`src/rtl/buffer_pkg.sv`:
```
// Shared definitions for the K-in/J-out circular buffer datapath.
// Holds the default word width and block size shared with the buffer,
// the unloader state encoding, and the word-index width helper.
package buffer_pkg;

  localparam int unsigned DefaultWidth = 8;
  localparam int unsigned DefaultJ     = 4;

  typedef enum logic {
    IDLE = 1'b0,
    SEND = 1'b1
  } state_e;

  // Word-index counter width; a one-word block still needs a 1-bit index.
  function automatic int unsigned cw_of(input int unsigned j);
    return (j > 1) ? $clog2(j) : 1;
  endfunction

endpackage

```
`src/rtl/word_select.sv`:
```
// J:1 WIDTH-bit word multiplexer. Picks word i_idx out of the held block,
// word 0 being the least significant WIDTH bits.
// Ports:
//   i_hold  - held block, WIDTH*J bits
//   i_idx   - word index
//   o_word  - selected word (0 if the index is out of range)
module word_select #(
  parameter int unsigned WIDTH = 8,
  parameter int unsigned J     = 4,
  parameter int unsigned CW    = 2
) (
  input  logic [WIDTH*J-1:0] i_hold,
  input  logic [CW-1:0]      i_idx,
  output logic [WIDTH-1:0]   o_word
);

  always_comb begin
    o_word = '0;
    for (int i = 0; i < int'(J); i++) begin
      if (i_idx == CW'(i)) begin
        o_word = i_hold[i*WIDTH +: WIDTH];
      end
    end
  end

endmodule

```
`src/rtl/buffer_unloader.sv`:
```
// Downstream stage of the circular buffer: pulls one J-word block whenever
// the buffer is non-empty and the stage is idle or finishing its last word,
// then serialises the block LSB word first on a valid/ready stream.
// Ports:
//   clk, rst   - clock, asynchronous active-high reset
//   buf_empty  - buffer empty flag
//   buf_data   - buffer parallel output, J words of WIDTH bits
//   rd_req     - one-cycle read strobe per block (buffer ld3)
//   ser_out    - current serial word
//   ser_valid  - ser_out holds a valid word
//   ser_ready  - consumer accepts the word
//   ser_last   - marks word J-1 of a block
//   busy       - stage is not idle
module buffer_unloader
  import buffer_pkg::*;
#(
  parameter int unsigned WIDTH = DefaultWidth,
  parameter int unsigned J     = DefaultJ
) (
  input  logic               clk,
  input  logic               rst,
  input  logic               buf_empty,
  input  logic [WIDTH*J-1:0] buf_data,
  output logic               rd_req,
  output logic [WIDTH-1:0]   ser_out,
  output logic               ser_valid,
  input  logic               ser_ready,
  output logic               ser_last,
  output logic               busy
);

  localparam int unsigned    CW      = cw_of(J);
  localparam logic [CW-1:0]  LastIdx = CW'(J - 1);

  state_e             r_state, w_state_d;
  logic [WIDTH*J-1:0] r_hold, w_hold_d;
  logic [CW-1:0]      r_idx, w_idx_d;

  logic w_send;
  logic w_at_last;
  logic w_hs;

  assign w_send    = (r_state == SEND);
  assign w_at_last = (r_idx == LastIdx);
  assign w_hs      = w_send & ser_ready;

  // Refill when idle, or on the last-word handshake for zero-bubble blocks.
  always_comb begin
    rd_req = !rst && !buf_empty && (!w_send || (w_hs && w_at_last));
  end

  always_comb begin
    w_state_d = r_state;
    w_hold_d  = r_hold;
    w_idx_d   = r_idx;
    if (rd_req) begin
      w_state_d = SEND;
      w_hold_d  = buf_data;
      w_idx_d   = '0;
    end else if (w_hs) begin
      if (!w_at_last) begin
        w_idx_d = r_idx + CW'(1);
      end else begin
        w_state_d = IDLE;
      end
    end
  end

  always_ff @(posedge clk or posedge rst) begin
    if (rst) begin
      r_state <= IDLE;
      r_hold  <= '0;
      r_idx   <= '0;
    end else begin
      r_state <= w_state_d;
      r_hold  <= w_hold_d;
      r_idx   <= w_idx_d;
    end
  end

  word_select #(
    .WIDTH (WIDTH),
    .J     (J),
    .CW    (CW)
  ) u_word_select (
    .i_hold (r_hold),
    .i_idx  (r_idx),
    .o_word (ser_out)
  );

  assign ser_valid = w_send;
  assign ser_last  = w_send & w_at_last;
  assign busy      = w_send;

endmodule

```
`config.mk`:
```
export PLATFORM = sky130hd
export DESIGN_NAME = buffer_unloader
export DESIGN_NICKNAME = d
export VERILOG_FILES = /design/src/rtl/buffer_pkg.sv /design/src/rtl/word_select.sv /design/src/rtl/buffer_unloader.sv
export SDC_FILE = /design/constraint.sdc
export NUM_CORES = 1
export LEC_CHECK = 0
export ABC_CLOCK_PERIOD_IN_PS = 4380
export BUFFER_PORTS_ARGS = -buffer_cell sky130_fd_sc_hd__buf_2
export CAP_MARGIN = 10
export CELL_PAD_IN_SITES_DETAIL_PLACEMENT = 0
export CELL_PAD_IN_SITES_GLOBAL_PLACEMENT = 2
export CORE_MARGIN = 10
export CORE_UTILIZATION = 36
export DETAILED_ROUTE_END_ITERATION = 12
export PLACE_DENSITY_LB_ADDON = 0.1
export SKIP_CTS_REPAIR_TIMING = 1
export SYNTH_ARGS = -nofsm -noshare
export SYNTH_HDL_FRONTEND = slang
export SYNTH_SLANG_ARGS = --single-unit
export TNS_END_PERCENT = 100
```
`constraint.sdc`:
```
create_clock -name clk -period 4.38 [get_ports clk]
set_input_delay 0.657 -clock clk [delete_from_list [all_inputs] [get_ports clk]]
set_output_delay 0.657 -clock clk [all_outputs]
set_load 0.005 [all_outputs]
```
==> flow_summary.yaml <==
sta:
  max_freq_mhz: 332
  min_period_over_period_pct: 68.8
  fin_setup_tns_ns: 0
  rsz0062_at_grt: "false"
  slew_limit_headroom_pct: 47.1
  post-route-min-period_ns: 3.01
  finalClockSkew_ns: 0.00426
  timing.final.hold_violations: 0
  worst-slew-pin-transition_ns: 0.791
  final_max_slew_viol_count: 0
  setup_viol: 0
  layout_setup_ws_ns: 1.37
floorplan:
  chipWidth_um: 88.0
  rows: 24
  die_y_um: 88.0
  design.core.area_um2: 4410
  initial_utilization_pct: 37.7
  ports: 48
  die_area_um2: 7740
worst_setup_path:
  minimum_setup_slack_among_reg_to_reg_paths_ns: 1.65
  cp.buffers_inverters: 1
  crit_path_max_incr_delay_ns: 0.73
  cp.arrival_ns: 2.36
  critPathMaxFanout: 19
  regToRegStartpoint: "r_idx[1]"
  crit_required_ns: 3.72
  reg2reg_to: "r_hold[17]"
  nature_of_the_critical_path_endpoint: "output pin"
  timing.critical_path.from: "r_idx[1]"
  worst_setup_path_start_kind: "register"
  critical_path.top_delay_family: "compound AO/OA/AOI/OAI gates"
  timing.critical_path.depth: 4
  critical-path-slowest-cell: "a211oi_4"
  worst-setup-path-type: "reg2out"
  crit_path_cell_trace: "ha_1, nand2_4, a211oi_4, buf_2"
  worst-r2r-cell-count: 5
logic_synthesis:
  mappedNetlistNets: 167
  synth.area.mux_share_pct: 22.3
  yosys.area_share.adder_pct: 3.01
  main_combinational_cell_family_by_area_after_synthesis: "multiplexers"
  synth_compound_gate_area_share_pct: 9.78
  synth_largest_area_cell: "dfrtp_1"
  postSynthAreaPerCell_um2: 13.1
  postSynthCellCount: 127
  yosys.area_share.xor_xnor_pct: 0.527
  cell_area_synth_um2: 1660
  post_synth_main_area_contributors: "dfrtp_1 53%, mux2_2 21%, a221oi_1 3.7%, o31ai_1 3.2%, ha_1 3.0%"
  seq_area_frac_synth_pct: 52.7
  synth_simple_gate_area_share_pct: 7.00
  synth_top_area_share_pct: 52.7
  postSynthRegisterBits: 35
  synth_cell_type_count: 22
  synth-warning-count: 0
route:
  finalWirelength_um: 3870
  wire_per_inst_um: 17.0
  drt_via_density: 5.06
  via_count: 1153
  drc: 0
  initial_drc_count: 44
  ant_nets: 0
  dr.pass1.iters: 4
clock_network:
  cts_root_buf: "clkbuf_8"
  clk_latency_ns: 0.28
  cts.htree.levels: 2
  tritoncts.num_buffers: 5
  path_clk_slew_ns: 0.07
  tritoncts_clock_tree: "done"
  cts.path.max_buffers: 2
  cts_num_sinks: 35
flow_run:
  max_cap_violations: 0
cells_and_area:
  drive_gt1_share_pct: 51.1
  regArea_um2: 876
  mostFrequentLayoutCells: "47 x buf_2, 35 x dfrtp_1, 31 x mux2_2"
  fillCellCount: 428
  area_growth_syn_to_layout_pct: 23.3
  num-nets-final: 215
  multiInputGateArea_um2: 708
  layout.core_utilization_pct: 46.5
  layout.cells.most_common: "buf_2"
  insertedDiodeCount: 0
grt:
  grt_antenna_before_repair: 0
  first_global_vias: 1241
  grt_remaining_overflow: 0
  grt_max_degree: 35
  grt_use_total_pct: 10.5
  grt_first_pass_wirelength_um: 6220
placement:
  numPortBuffers: 47
  gp_congestion: 0.688
  dp_worst_setup_slack_ns: 1.61
  dpl_wire_length_um: 2880
status:
  outcome: "completed"
power:
  max-vdd-ir-drop_mv: 0.286
  power.density_cell_area_nw_per_um2: 747
  power.static_leakage_nw: 0.951
worst_hold_path:
  hold_path.class: "in2async"
layer usage:
metal	track usage, %	share of wire [%]	vias up
met3	4.92	8.2	6
met5	0	0	-
met1	13.1	45	560
met4	3.91	1.4	0
met2	15.4	45	36
li1	-	-	551
cell families after synthesis:
family / Yosys count
AO/OA/AOI/OAI: 20
XOR/XNOR: 1
adder cells (fa/ha/maj): 4
buffers and inverters: 12
flip-flops: 35
multiplexers: 33
AND/OR/NAND/NOR: 22
stage by stage:
step / area, um2 / instances / hold WS (ns) / power, mW
floorplan: 1660 / 127 / 0.459 / 0.997
global placement: 1910 / 220 / 0.487 / 1.18
detailed placement: 1910 / 220 / 0.489 / 1.20
CTS: 2050 / 228 / 0.230 / 1.56
global route: 2050 / 228 / 0.229 / 1.65
finish: 2050 / 228 / 0.240 / 1.53
cell usage after synthesis:
cell / count
dfrtp_1: 35
mux2_2: 31
nand2_1: 9
nor2b_1: 8
a221oi_1: 7
o31ai_1: 7
buf_6: 4
ha_1: 4
inv_1: 4
clkbuf_1: 3
a21oi_1: 2
nor2_1: 2
o21ai_0: 2
a211oi_4: 1
a22o_1: 1
and2_1: 1
buf_4: 1
mux2_1: 1
mux2i_1: 1
nand2_4: 1
nand3b_1: 1
xnor2_1: 1
power by group:
group          total [mW]  switching [mW]  internal [mW]
Combinational       0.602           0.282          0.320
Clock               0.347           0.120          0.227
Sequential          0.582          0.0944          0.487
worst max path at each step:
stage	to	slack, ns
global route	rd_req	1.14
global placement	rd_req	1.69
CTS	rd_req	1.30
floorplan	ser_out[0]	2.24
detailed placement	r_hold[17]	1.61
finish	rd_req	1.37
cell type report:
class	count	share of cell area [%]
inverter	4	0.732
tap	52	3.17
clock inverter	3	3.29
clock buffer	5	3.36
timing repair buffer	49	12.2
sequential	35	42.7
multi-input combinational	80	34.5
flip-flops by register name, indices dropped and copies added (netlist names):
| name | count |
|---|---|
| busy | 1 |
| r_hold | 32 |
| r_idx | 2 |
No activity file was read; power rests on OpenSTA's default activity.
